===== src/rtl/four_bit_array_multiplier_if.sv =====
// Operand/product bundle for the 4x4 array multiplier.
// The master drives the operands and the slave returns the registered product.
interface four_bit_array_multiplier_if;
    logic [3:0] a;
    logic [3:0] b;
    logic [7:0] p;

    modport master (
        output a,
        output b,
        input  p
    );

    modport slave (
        input  a,
        input  b,
        output p
    );
endinterface


===== src/rtl/four_bit_array_multiplier.sv =====
// Unsigned 4x4 array multiplier: AND-gate partial products reduced by rows of adder cells,
// with the 8-bit product captured in a single register stage.
module four_bit_array_multiplier (
    input  logic                        clk,
    input  logic                        rst,
    four_bit_array_multiplier_if.slave  mul_if
);

    logic [3:0] pp [4];
    logic [7:0] p_d;
    logic [7:0] p_q;

    // Row acc holds the running sums, cy the ripple carry, y the shifted previous row.
    logic [3:0] acc;
    logic [3:0] y;
    logic       cy;
    logic       x;

    genvar gi, gj;
    generate
        for (gi = 0; gi < 4; gi++) begin : g_pp_row
            for (gj = 0; gj < 4; gj++) begin : g_pp_col
                assign pp[gi][gj] = mul_if.a[gj] & mul_if.b[gi];
            end
        end
    endgenerate

    // Each row adds pp[i] to the previous row shifted right by one. The row's LSB sum
    // becomes p[i], and its carry-out becomes the MSB of the next row's input.
    // Row 1's LSB cell has no carry-in, so it behaves as a half adder.
    always_comb begin
        p_d    = '0;
        acc    = pp[0];
        y      = '0;
        cy     = 1'b0;
        x      = 1'b0;
        p_d[0] = pp[0][0];
        for (int i = 1; i < 4; i++) begin
            y  = {cy, acc[3:1]};
            cy = 1'b0;
            for (int j = 0; j < 4; j++) begin
                x      = pp[i][j];
                acc[j] = x ^ y[j] ^ cy;
                cy     = (x & y[j]) | (cy & (x ^ y[j]));
            end
            p_d[i] = acc[0];
        end
        p_d[7:4] = {cy, acc[3:1]};
    end

    always_ff @(posedge clk or posedge rst) begin
        if (rst) begin
            p_q <= 8'h00;
        end else begin
            p_q <= p_d;
        end
    end

    assign mul_if.p = p_q;

endmodule


===== src/flat_wrapper.sv =====
// flat-port wrapper written by rule: the top's interface ports become plain ports
module four_bit_array_multiplier_flat 
  (clk, rst, mul_if_a, mul_if_b, mul_if_p);
  four_bit_array_multiplier_if mul_if_i ();
  input  logic clk;
  input  logic rst;
  input wire logic [$bits(mul_if_i.a)-1:0] mul_if_a;
  input wire logic [$bits(mul_if_i.b)-1:0] mul_if_b;
  output wire logic [$bits(mul_if_i.p)-1:0] mul_if_p;
  assign mul_if_i.a = mul_if_a;
  assign mul_if_i.b = mul_if_b;
  assign mul_if_p = mul_if_i.p;
  four_bit_array_multiplier u_core (.clk(clk), .rst(rst), .mul_if(mul_if_i));
endmodule

===== config.mk =====
export PLATFORM = sky130hd
export DESIGN_NAME = four_bit_array_multiplier_flat
export DESIGN_NICKNAME = d
export VERILOG_FILES = /design/src/rtl/four_bit_array_multiplier_if.sv /design/src/rtl/four_bit_array_multiplier.sv /design/src/flat_wrapper.sv
export SDC_FILE = /design/constraint.sdc
export NUM_CORES = 1
export LEC_CHECK = 0
export CAP_MARGIN = 20
export CORE_AREA = 2 2 39 41
export CTS_BUF_LIST = sky130_fd_sc_hd__clkbuf_4 sky130_fd_sc_hd__clkbuf_8 sky130_fd_sc_hd__clkbuf_16
export CTS_CLUSTER_DIAMETER = 60
export CTS_CLUSTER_SIZE = 30
export DETAILED_ROUTE_END_ITERATION = 10
export DIE_AREA = 0 0 41 43
export PLACE_DENSITY = 0.8
export SETUP_SLACK_MARGIN = 0.5
export SYNTH_ARGS = -nofsm -noshare
export SYNTH_HDL_FRONTEND = slang
export SYNTH_SLANG_ARGS = --single-unit

===== constraint.sdc =====
create_clock -name clk -period 0.9 [get_ports clk]
set_input_delay 0.225 -clock clk [delete_from_list [all_inputs] [get_ports clk]]
set_output_delay 0.225 -clock clk [all_outputs]
set_load 0.05 [all_outputs]

==> metrics <==
layout cell share with drive strength beyond 1=66.2%; # clock sinks=8; Final Hold Fails=0; power per standard cell area=1760 nW/um^2; Filler Cells Inserted=90; worst path arrival time=3.50 ns; Hold-fix buffers, CTS=0; remaining number of nets flagged by the antenna check after routing=0; DIE AREA=1760 um^2; xor-xnor portion of the synthesized cell area=0%; level count of the clock H-tree=1; class of the most critical hold timing path=input port to asynchronous set/reset pin; Post-Layout Cell Count=93; post-synth top area cell=sky130_fd_sc_hd__dfrtp_1; largest driver fanout on the critical path=2; GP Congestion=0.755; WL per Instance=12.3 um; number of global-route vias before repair=447; number of max-capacitance violations reported=0; Synth warnings=0; gate count of the mapped netlist=49; initial cell density of the core=39.2%; total standard cell area after synthesis=542 um^2; Yosys reg bits=8; synth unique cells=6; largest net degree at the start of global routing=9; normalized max-slew margin=89.6%; area of the core=1380 um^2; capturing element type of the critical path=flip-flop; final number of max-transition violations=0; wire length of the first global-routing pass=1840 um; via count of the routed design=404; sequential cell area fraction in the yosys report=37.0%; number of flip-flops under the largest register name=8; n_diodes=0; main combinational cell family by area after synthesis=adder cells; CTS root buffer=sky130_fd_sc_hd__clkbuf_4; Layout Area Growth over Synthesis=79.2%; top cells by count, synth=sky130_fd_sc_hd__inv_1 (13), sky130_fd_sc_hd__and2_1 (9), sky130_fd_sc_hd__dfrtp_1 (8), sky130_fd_sc_hd__fa_1 (8), sky130_fd_sc_hd__nand2_1 (7); multiplexer fraction of the synthesized cell area=0%; final period demand of the worst path=3.32 ns; proportion of netlist area held by the largest area contributor=37.0%; buffers added on ports=17; Post-route DRC=0; ys flop type=sky130_fd_sc_hd__dfrtp_1; final setup violation count=14; Die Wd=41 um; Clock transition at path regs=0.06 ns; cell with the most instances after synthesis=sky130_fd_sc_hd__inv_1; status=finished with violations; Sw Pwr=621 uW; Clock Path Buffers=2; TritonCTS clock tree=yes; antenna violations before repair=0; number of placement rows=14; number of cells in the design after placement=89; post-synthesis share of cell area spent on full adders, half adders and majority gates=38.8%; Total Nets Final=100; proportion of power drawn by flip-flops and latches=29.5%; failing checks=setup timing; Post-Place Cell Area=906 um^2; Placement Setup Slack=-3.09 ns; timing-limited maximum frequency=301 MHz; overflow left after global routing=0; overall die height=43 um; aggregate global-route resource usage=15.8%; number of nets produced by synthesis=71; Internal Dissipation=1080 uW; share of the core filled with cells in the final layout=70.2%; unrepaired setup endpoints after global routing=true; DP Wirelength=943 um; Worst Path Required=1.08 ns; routed wire length=1150 um; Slew @ Worst Pin=0.156 ns; cell types with the largest area share after synthesis=sky130_fd_sc_hd__dfrtp_1 (37%), sky130_fd_sc_hd__fa_1 (30%), sky130_fd_sc_hd__and2_1 (10%), sky130_fd_sc_hd__ha_1 (9.2%), sky130_fd_sc_hd__inv_1 (9.0%); CTS Buf Count=3; part of the cycle the worst path needs=369%; TritonRoute pass-1 iters=2; post-route standard cell area excluding fillers=971 um^2; vias per inst=4.34; synthesized-area fraction occupied by ao, oa, aoi and oai cells=0%; Lkg Pwr=0.000449 uW; number of enable-type register cells in the synthesized netlist=0; proportion of synthesized flip-flops having asynchronous set or reset=100%; simple-gate area share of the yosys netlist=15.2%; launching element type of the critical path=input port; combinational group share of total power=51.8%; boundary pin count=18; mean instance size in the synthesized netlist=11.1 um^2; worst setup margin=-2.42 ns; number of DRC markers after the initial detailed-route iteration=1; Clock Power Share=18.7%; Switching Fraction=36.4%; Max IR drop VDD=916 uV; kind of critical path=input port to flip-flop
layout make-up:
| cell class | count | area (um^2) | share of cell area, % |
|---|---|---|---|
| tap | 16 | 20.0 | 2.06 |
| clock buffer | 4 | 30.0 | 3.09 |
| inverter | 13 | 48.8 | 5.03 |
| multi-input combinational | 28 | 353 | 36.3 |
| sequential | 8 | 209 | 21.5 |
| timing repair buffer | 24 | 310 | 32.0 |
layout by cell type (no fill, tap or decap):
| cell | instances |
|---|---|
| sky130_fd_sc_hd__nand2_1 | 7 |
| sky130_fd_sc_hd__and2_1 | 6 |
| sky130_fd_sc_hd__dlygate4sd2_1 | 1 |
| sky130_fd_sc_hd__buf_4 | 6 |
| sky130_fd_sc_hd__ha_1 | 1 |
| sky130_fd_sc_hd__inv_2 | 9 |
| sky130_fd_sc_hd__dfrtp_2 | 7 |
| sky130_fd_sc_hd__clkdlybuf4s50_1 | 4 |
| sky130_fd_sc_hd__fa_1 | 2 |
| sky130_fd_sc_hd__clkbuf_4 | 4 |
| sky130_fd_sc_hd__buf_6 | 5 |
| sky130_fd_sc_hd__inv_1 | 4 |
| sky130_fd_sc_hd__buf_12 | 8 |
| sky130_fd_sc_hd__ha_4 | 3 |
| sky130_fd_sc_hd__dfrtp_1 | 1 |
| sky130_fd_sc_hd__and2_4 | 3 |
| sky130_fd_sc_hd__fa_2 | 6 |
worst max-delay path by stage:
| stage | startpoint | to | slack (ns) | depth (start not counted) |
|---|---|---|---|---|
| floorplan | mul_if_a[0] | u_core.mul_if.p[6]$_DFF_PP0_ | -2.45 | 13 |
| global placement | mul_if_a[0] | u_core.mul_if.p[6]$_DFF_PP0_ | -3.01 | 14 |
| detailed placement | mul_if_b[1] | u_core.mul_if.p[6]$_DFF_PP0_ | -3.09 | 14 |
| CTS | mul_if_a[1] | u_core.mul_if.p[6]$_DFF_PP0_ | -2.52 | 14 |
| global route | mul_if_b[0] | u_core.mul_if.p[6]$_DFF_PP0_ | -2.50 | 14 |
| finish | mul_if_b[0] | u_core.mul_if.p[6]$_DFF_PP0_ | -2.42 | 14 |
power groups by stage:
stage	registers (uW)	clock network [uW]	logic, uW
after global placement	506	0	810
after floorplan	730	0	154
final	503	319	882
after CTS	506	318	867
after global routing	509	363	942
after detailed placement	512	0	841
what timing repair did:
item / CTS / global route
setup endpoints to repair: 24 / 16
gates resized for setup: 28 / 3
pin swaps: 12 / 12
cloned: 0 / 0
setup buffers: 0 / 0
stage by stage:
step	total power, uW	hold WS (ns)	TNS (ns)
CTS	1690	0.180	-11.67
detailed placement	1350	0.475	-14.85
floorplan	884	0.0402	-10.67
global placement	1320	0.475	-14.41
finish	1700	0.172	-11.26
global route	1810	0.184	-11.77
per-layer routing:
layer / up-vias / GRT usage (%) / wire length (um) / part of all wire (%)
met5: - / 0 / 0 / 0
met4: 0 / 2.00 / 0 / 0
met3: 0 / 4.71 / 59 / 5.1
met2: 14 / 30.0 / 690 / 60
met1: 197 / 16.0 / 397 / 35
li1: 193 / - / - / -
kinds of logic after synthesis:
logic type | count (synthesis)
adders and majority gates | 12
and+or+nand+nor | 16
DFF | 8
buffers and inverters | 13
critical path: stages:
cell	delay, ns
sky130_fd_sc_hd__buf_6	0.08
sky130_fd_sc_hd__and2_4	0.15
sky130_fd_sc_hd__ha_4	0.12
sky130_fd_sc_hd__inv_2	0.03
sky130_fd_sc_hd__fa_2	0.33
sky130_fd_sc_hd__fa_1	0.49
sky130_fd_sc_hd__fa_2	0.36
sky130_fd_sc_hd__fa_2	0.54
sky130_fd_sc_hd__inv_2	0.04
sky130_fd_sc_hd__fa_2	0.35
sky130_fd_sc_hd__inv_2	0.06
sky130_fd_sc_hd__fa_2	0.18
sky130_fd_sc_hd__inv_2	0.04
sky130_fd_sc_hd__fa_2	0.51
Power figures use the tool's default switching activity.
